===== src/rtl/fetch_requester.sv =====
// Instruction fetch requester: issues one word read at a time to instruction memory
// and buffers returned words in a small FIFO, with branch redirect and flush.
module fetch_requester #(
  parameter int unsigned           ADDR_WIDTH = 8,
  parameter int unsigned           DATA_WIDTH = 32,
  parameter int unsigned           FIFO_DEPTH = 2,
  parameter logic [ADDR_WIDTH-1:0] BOOT_ADDR  = '0
) (
  input  logic                  clk,
  input  logic                  rst,
  output logic                  instr_req_o,
  output logic [ADDR_WIDTH-1:0] instr_addr_o,
  input  logic                  instr_gnt_i,
  input  logic                  instr_rvalid_i,
  input  logic [DATA_WIDTH-1:0] instr_rdata_i,
  input  logic                  branch_i,
  input  logic [ADDR_WIDTH-1:0] branch_addr_i,
  output logic                  fetch_valid_o,
  output logic [DATA_WIDTH-1:0] fetch_rdata_o,
  output logic [ADDR_WIDTH-1:0] fetch_addr_o,
  input  logic                  fetch_ready_i,
  output logic                  busy_o
);

  localparam int unsigned PW = $clog2(FIFO_DEPTH);
  localparam int unsigned CW = PW + 1;
  localparam logic [CW-1:0] DEPTH_C = CW'(FIFO_DEPTH);

  typedef enum logic [1:0] {IDLE, REQ, WAIT_RV} state_e;

  state_e                state_q, state_d;
  logic [ADDR_WIDTH-1:0] pc_q, pc_d;
  logic [ADDR_WIDTH-1:0] tgt_q, tgt_d;
  logic                  discard_q, discard_d;
  logic [PW-1:0]         rptr_q, wptr_q;
  logic [CW-1:0]         cnt_q, cnt_d;
  logic [ADDR_WIDTH-1:0] addr_mem_q [FIFO_DEPTH];
  logic [DATA_WIDTH-1:0] data_mem_q [FIFO_DEPTH];

  logic                  push, pop;
  logic [ADDR_WIDTH-1:0] br_tgt;

  assign br_tgt        = branch_addr_i & ~ADDR_WIDTH'(3);
  assign fetch_valid_o = (cnt_q != '0);
  assign fetch_rdata_o = data_mem_q[rptr_q];
  assign fetch_addr_o  = addr_mem_q[rptr_q];
  assign instr_req_o   = (state_q == REQ);
  assign instr_addr_o  = pc_q;
  assign busy_o        = (state_q != IDLE);

  // Flush wins over both push and pop in the branch cycle.
  assign pop   = fetch_valid_o & fetch_ready_i & ~branch_i;
  assign push  = (state_q == WAIT_RV) & instr_rvalid_i & ~discard_q & ~branch_i;
  assign cnt_d = cnt_q + CW'(push) - CW'(pop);

  always_comb begin
    state_d   = state_q;
    pc_d      = pc_q;
    tgt_d     = tgt_q;
    discard_d = discard_q;
    case (state_q)
      IDLE: begin
        if (branch_i) begin
          pc_d    = br_tgt;
          state_d = REQ;
        end else if (cnt_q < DEPTH_C) begin
          state_d = REQ;
        end
      end
      REQ: begin
        // The address on the bus must not move; park the target until the response drains.
        if (branch_i) begin
          discard_d = 1'b1;
          tgt_d     = br_tgt;
        end
        if (instr_gnt_i) state_d = WAIT_RV;
      end
      WAIT_RV: begin
        if (instr_rvalid_i) begin
          discard_d = 1'b0;
          if (branch_i) begin
            pc_d    = br_tgt;
            state_d = REQ;
          end else if (discard_q) begin
            pc_d    = tgt_q;
            state_d = REQ;
          end else begin
            pc_d    = pc_q + ADDR_WIDTH'(4);
            state_d = (cnt_d < DEPTH_C) ? REQ : IDLE;
          end
        end else if (branch_i) begin
          discard_d = 1'b1;
          tgt_d     = br_tgt;
        end
      end
      default: state_d = IDLE;
    endcase
  end

  always_ff @(posedge clk) begin
    if (rst) begin
      state_q   <= IDLE;
      pc_q      <= BOOT_ADDR;
      tgt_q     <= BOOT_ADDR;
      discard_q <= 1'b0;
    end else begin
      state_q   <= state_d;
      pc_q      <= pc_d;
      tgt_q     <= tgt_d;
      discard_q <= discard_d;
    end
  end

  always_ff @(posedge clk) begin
    if (rst) begin
      rptr_q <= '0;
      wptr_q <= '0;
      cnt_q  <= '0;
      for (int i = 0; i < FIFO_DEPTH; i++) begin
        addr_mem_q[i] <= '0;
        data_mem_q[i] <= '0;
      end
    end else if (branch_i) begin
      rptr_q <= '0;
      wptr_q <= '0;
      cnt_q  <= '0;
    end else begin
      if (push) begin
        addr_mem_q[wptr_q] <= pc_q;
        data_mem_q[wptr_q] <= instr_rdata_i;
        wptr_q             <= wptr_q + PW'(1);
      end
      if (pop) rptr_q <= rptr_q + PW'(1);
      cnt_q <= cnt_d;
    end
  end

endmodule

===== config.mk =====
export PLATFORM = sky130hd
export DESIGN_NAME = fetch_requester
export DESIGN_NICKNAME = d
export VERILOG_FILES = /design/src/rtl/fetch_requester.sv
export SDC_FILE = /design/constraint.sdc
export NUM_CORES = 1
export LEC_CHECK = 0
export CAP_MARGIN = 20
export CORE_MARGIN = 4
export CORE_UTILIZATION = 51
export DETAILED_ROUTE_END_ITERATION = 10
export HOLD_SLACK_MARGIN = 0.03
export PLACE_DENSITY = 0.77
export SYNTH_ARGS = -nofsm -noshare
export SYNTH_HDL_FRONTEND = slang
export SYNTH_SLANG_ARGS = --single-unit

===== constraint.sdc =====
create_clock -name clk -period 3.9 [get_ports clk]
set_input_delay 0.39 -clock clk [delete_from_list [all_inputs] [get_ports clk]]
set_output_delay 0.39 -clock clk [all_outputs]
set_load 0.005 [all_outputs]

# After elaboration in Yosys (flattened, before gate mapping)
# Memories as Yosys holds them, arrays and structs flattened. A register that Yosys moved wholly into a read port is not among the register bits.
# Index checks and enable logic that the tools add are counted.
# W data, S select, Z words.
[op_classes] n_eq_ne=7 reduce_logical=11 n_bitwise=7 n_lt_le_gt_ge=2 muxes=35 n_addsub=5
[op_table] operator="$mux W8" n=7
[op_table] operator="$mux W32" n=1
[op_table] operator="$pmux W8 S2" n=2
[op_table] operator="$reduce_or A32 Y1" n=1
[op_table] operator="$mux W1" n=19
[op_table] operator="$add A8 B3 Y8 const B" n=1
[op_table] operator="$mux W2" n=4
[op_table] operator="$reduce_bool A2 Y1" n=4
[op_table] operator="$reduce_or A8 Y1" n=1
[op_table] operator="$ne A2 B2 Y1 const B" n=3
[op_table] operator="$pmux W2 S3" n=1
[op_table] operator="$reduce_and A3 Y1" n=2
[op_table] operator="$and A1 B1 Y1" n=5
[op_table] operator="$lt A2 B2 Y1 const B" n=2
[op_table] operator="$ne A3 B3 Y1 const B" n=1
[op_table] operator="$add A1 B1 Y1 const B" n=2
[op_table] operator="$add A2 B1 Y2" n=1
[op_table] operator="$eq A2 B1 Y1 const B" n=1
[op_table] operator="$eq A2 B2 Y1 const B" n=1
[op_table] operator="$logic_not A2 Y1" n=1
[op_table] operator="$ne A2 B1 Y1 const B" n=1
[op_table] operator="$not A1 Y1" n=2
[op_table] operator="$pmux W1 S2" n=1
[op_table] operator="$reduce_and A2 Y1" n=1
[op_table] operator="2 further kinds" n=2
[word_totals] memories=2 ramBits=80 word_cells=76 ff_bits=23
[mem_list] name="data_mem_q" words=2 width=32 rd=1 rd_clocked_by_memory_dff=1 write_ports=2 line_no="38" text="logic [DATA_WIDTH-1:0] data_mem_q [FIFO_DEPTH];"
[mem_list] name="addr_mem_q" words=2 width=8 rd=1 rd_clocked_by_memory_dff=1 write_ports=2 line_no="37" text="logic [ADDR_WIDTH-1:0] addr_mem_q [FIFO_DEPTH];"

# Depth between registers and ports, before layout
[logic_depth] depth_word=12 depth_mapped=12 mapped_depth_nobuf=11

# Worst setup path before layout
# No wires, ideal clock.
[synth_path] path_type="register to register" startpoint="register state_q[0]" endpoint="memory addr_mem_q[0][2], enable pin" arrival_ns=2.905 setup_ns=0.441 setup_slack_ns=0.554 path_stages_with_launch=7 n_path_buf=1 path_cell_list="dfxtp_1 -> inv_1 -> ha_1 -> buf_2 -> nor3b_2 -> nand2_1 -> o21bai_1"
[synth_rtl] item="start, declared" line_no="31" text="state_e state_q, state_d;"
[synth_rtl] item="start signal, assigned" line_no="107" text="state_q <= state_d;"
[synth_rtl] item="end, declared" line_no="37"

# Final worst setup path
[layout_path] startpoint="register state_q[0]" endpoint="register state_q[0]"
[layout_via] elab_chain_cells=12 word_cells_on_any_way=18 classes_between="2 x add/sub; 1 x order compare; 5 x eq/ne; 5 x mux; 3 x bitwise; 2 x reduce/logical"
[layout_lines] item="$eq A2 B2 Y1" line_no="53, 61"
[layout_lines] item="$and A1 B1 Y1 (3 in a row)" line_no="53" text="assign push = (state_q == WAIT_RV) & instr_rvalid_i & ~discard_q & ~branch_i;"
[layout_lines] item="$add A2 B1 Y2" line_no="54" text="assign cnt_d = cnt_q + CW'(push) - CW'(pop);"
[layout_lines] item="$sub A2 B1 Y2" line_no="54"
[layout_lines] item="$lt A2 B2 Y1" line_no="89" text="state_d = (cnt_d < DEPTH_C) ? REQ : IDLE;"
[layout_lines] item="$mux W1" line_no="89"
[layout_lines] item="$mux W1" line_no="84" text="end else if (discard_q) begin"
[layout_lines] item="$mux W1" line_no="81" text="if (branch_i) begin"
[layout_lines] item="$mux W2" line_no="79" text="if (instr_rvalid_i) begin"
[layout_lines] item="$pmux W2 S3" line_no="61" text="case (state_q)"
# Several ways; a longest one is shown, not always the timed one. The select of a mux whose other input is x is not followed.
# A chain may end at the register's enable or synchronous reset.

==> results.ini <==
[status]
status = finished, final reports clean

[timing]
fin_ws_ps = 1220
worst_pin_slew_ps = 951
fin_tns_setup_ps = 0
period_share = 0.688
fin_worst_skew_ps = 10.9
final-hold-violation-count = 0
fin_crit_ps = 2680
drv_slew = 0
timing.slew.headroom = 0.366
holdWs_ps = 502
setup_violations = 0
fmax_ghz = 0.373
rsz0062_at_grt = no

[clock_tree]
clock_latency_ps = 360
htree_levels = 3
clock-sinks = 96
numCtsBuffers = 9
root_buffer = clkbuf_8
cts_tree = yes
cts_setup_buffers = 0
cts.clk_slew.worst_paths_ps = 100
clk_path_buf_depth = 2
cts_resized = 0
holdBufCountCts = 0

[die]
ioPinCount = 97
die_area_mm2 = 0.0104
die_x_um = 102
core_mm2 = 0.00838
initial_core_util = 0.537
die_h_um = 102
rows = 33

[critical_path]
critPathRequiredTime_ps = 4140
worstPathArrival_ps = 2920
worstPathMaxFanout = 11
critPathCaptureType = flip-flop
startpoint_type = flip-flop
crit_start = state_q[0]
worstSetupPathType = flip-flop to flip-flop
worstReg2RegStart = state_q[0]

[placed_design]
place_inst = 521
dp_hpwl_um = 5850
port_buffers = 90
post-place-ws_ps = 1080
gp_congestion = 0.798

[cells_and_area]
fin_nets = 480
finalNonFillerCells = 537
syn_to_final_growth_pct = 25.7
n_antenna_cell = 0
nFillCells = 648
drive_above_1_share = 0.157

[detailed_routing]
vias = 2892
drt_first_pass_iters = 4
drt_wl_total_um = 9000
viasPerCell = 5.39
drt_iter0_markers = 87
route.detailed.drc = 0
antenna_left = 0
drt-wirelength-per-cell_um = 16.8

[hold_path]
worst_hold_startpoint = tgt_q[2]
hp-class = flip-flop to flip-flop

[global_route]
grt_pass1_vias = 2904
grt_use_total = 0.177
overflow = 0
antenna_found_initial = 0
grt_max_degree = 39
grt_pass1_wl_um = 14200

[synthesis]
syn_area_per_cell_um2 = 13.0
syn-cell-area_mm2 = 0.00450
async_reset_ff_frac = 0
synth-seq-area-share = 0.596
netlist-cell-type-count = 45
synth_warnings = 0
ys_ff_latch = 96
syn_inst = 346
ys.flop_type = edfxtp_1
synth_edf_count = 76

[flow_run]
drv_cap = 0

[pwr]
powerDensity_mw_per_mm2 = 377
ir_drop_mv = 0.306
p_leak_nw = 2.23

==> power by group <==
group          internal [W]  switching [W]
combinational      0.000156       0.000117
sequential          0.00115      0.0000376
clock              0.000307       0.000361
==> worst max-delay path: stages (launching register included) <==
cell      delay, ps
dfxtp_1         350
inv_1            80
ha_1            380
nor3b_2         330
nand2_1         200
ha_1            340
inv_1            60
ha_1            140
xnor3_1         220
o311ai_1        250
o211a_1         190
nor3_1           40
==> cells in the mapped netlist, drive strengths merged, types with 2 or more instances <==
| library cell | number | area share |
|---|---|---|
| xor2 | 2 | 0.0039 |
| buf | 17 | 0.027 |
| a311oi | 2 | 0.0039 |
| a211oi | 4 | 0.0067 |
| clkbuf | 12 | 0.010 |
| nor3b | 3 | 0.0061 |
| xnor2 | 2 | 0.0039 |
| a21oi | 5 | 0.0064 |
| o32ai | 2 | 0.0039 |
| inv | 7 | 0.0058 |
| ha | 7 | 0.019 |
| nand3 | 2 | 0.0022 |
| nand2b | 2 | 0.0028 |
| mux2 | 39 | 0.098 |
| mux2i | 11 | 0.024 |
| nor2b | 2 | 0.0028 |
| o21ai | 6 | 0.0067 |
| nand2 | 7 | 0.0058 |
| and2 | 38 | 0.053 |
| dfxtp | 20 | 0.089 |
| nor3 | 10 | 0.011 |
| edfxtp | 76 | 0.51 |
| and3 | 40 | 0.056 |
| nor2 | 17 | 0.018 |
==> sequential cells by signal, summed over array words and instances (netlist names), named ones only <==
name and cells:
data_mem_q 64, tgt_q 6, rptr_q 1, state_q 2
instr_addr_o 6, discard_q 1, cnt_q 2, addr_mem_q 12
wptr_q 1
==> path summary, 6_finish.rpt <==
| check | endpoint | slack [ps] | cells past startpoint |
|---|---|---|---|
| setup / recovery | state_q[0] | 1220 | 11 |
| hold / removal | tgt_q[2] | 500 | 2 |
| setup reg to reg | state_q[0] | 1220 | 11 |
| hold reg to reg | tgt_q[2] | 500 | 2 |
==> metrics by stage <==
stage	utilization	cell area (um^2)	total power, W
after floorplan	-	4510	0.00134
after global placement	0.650	5450	0.00148
after detailed placement	0.650	5450	0.00149
after CTS	0.675	5650	0.00214
after global routing	0.675	5650	0.00222
final	0.675	5650	0.00213
==> layout make-up <==
| type | count | area, um^2 | share of cell area |
|---|---|---|---|
| inverter | 7 | 26.3 | 0.00465 |
| timing repair buffer | 96 | 958 | 0.170 |
| multi-input combinational | 217 | 1650 | 0.292 |
| clock inverter | 6 | 75.1 | 0.0133 |
| tap | 105 | 131 | 0.0232 |
| clock buffer | 10 | 128 | 0.0226 |
| sequential | 96 | 2680 | 0.475 |
==> cells in the final DEF, fill, tap and decap left out, types with 9 or more instances in the layout <==
cell,Yosys,routed
clkdlybuf4s50_1,0,90
edfxtp_1,76,76
and3_1,40,40
mux2_2,38,38
and2_1,38,38
dfxtp_1,20,19
nor2_1,16,16
mux2i_1,11,11
nor3_1,10,10
clkbuf_8,0,9
==> layer usage <==
layer	vias up	GRT usage	routed length [um]
li1	1413	-	-
met1	1404	0.219	3910
met2	73	0.313	4540
met3	2	0.0491	516
met4	0	0.0363	25
met5	-	0	0
==> cell families (layout without fill, tap and decap cells) <==
logic type	count (synthesis)	in the layout	share of synthesized area
AND/OR/NAND/NOR	126	126	0.166
flip-flops	96	96	0.596
multiplexers	50	50	0.122
buffers and inverters	36	119	0.0428
AO/OA/AOI/OAI	25	25	0.0392
adder cells (fa/ha/maj)	7	7	0.0195
XOR/XNOR	5	5	0.0128
other	1	4	0.000834
Note: power is estimated with default switching activity, not from simulation.
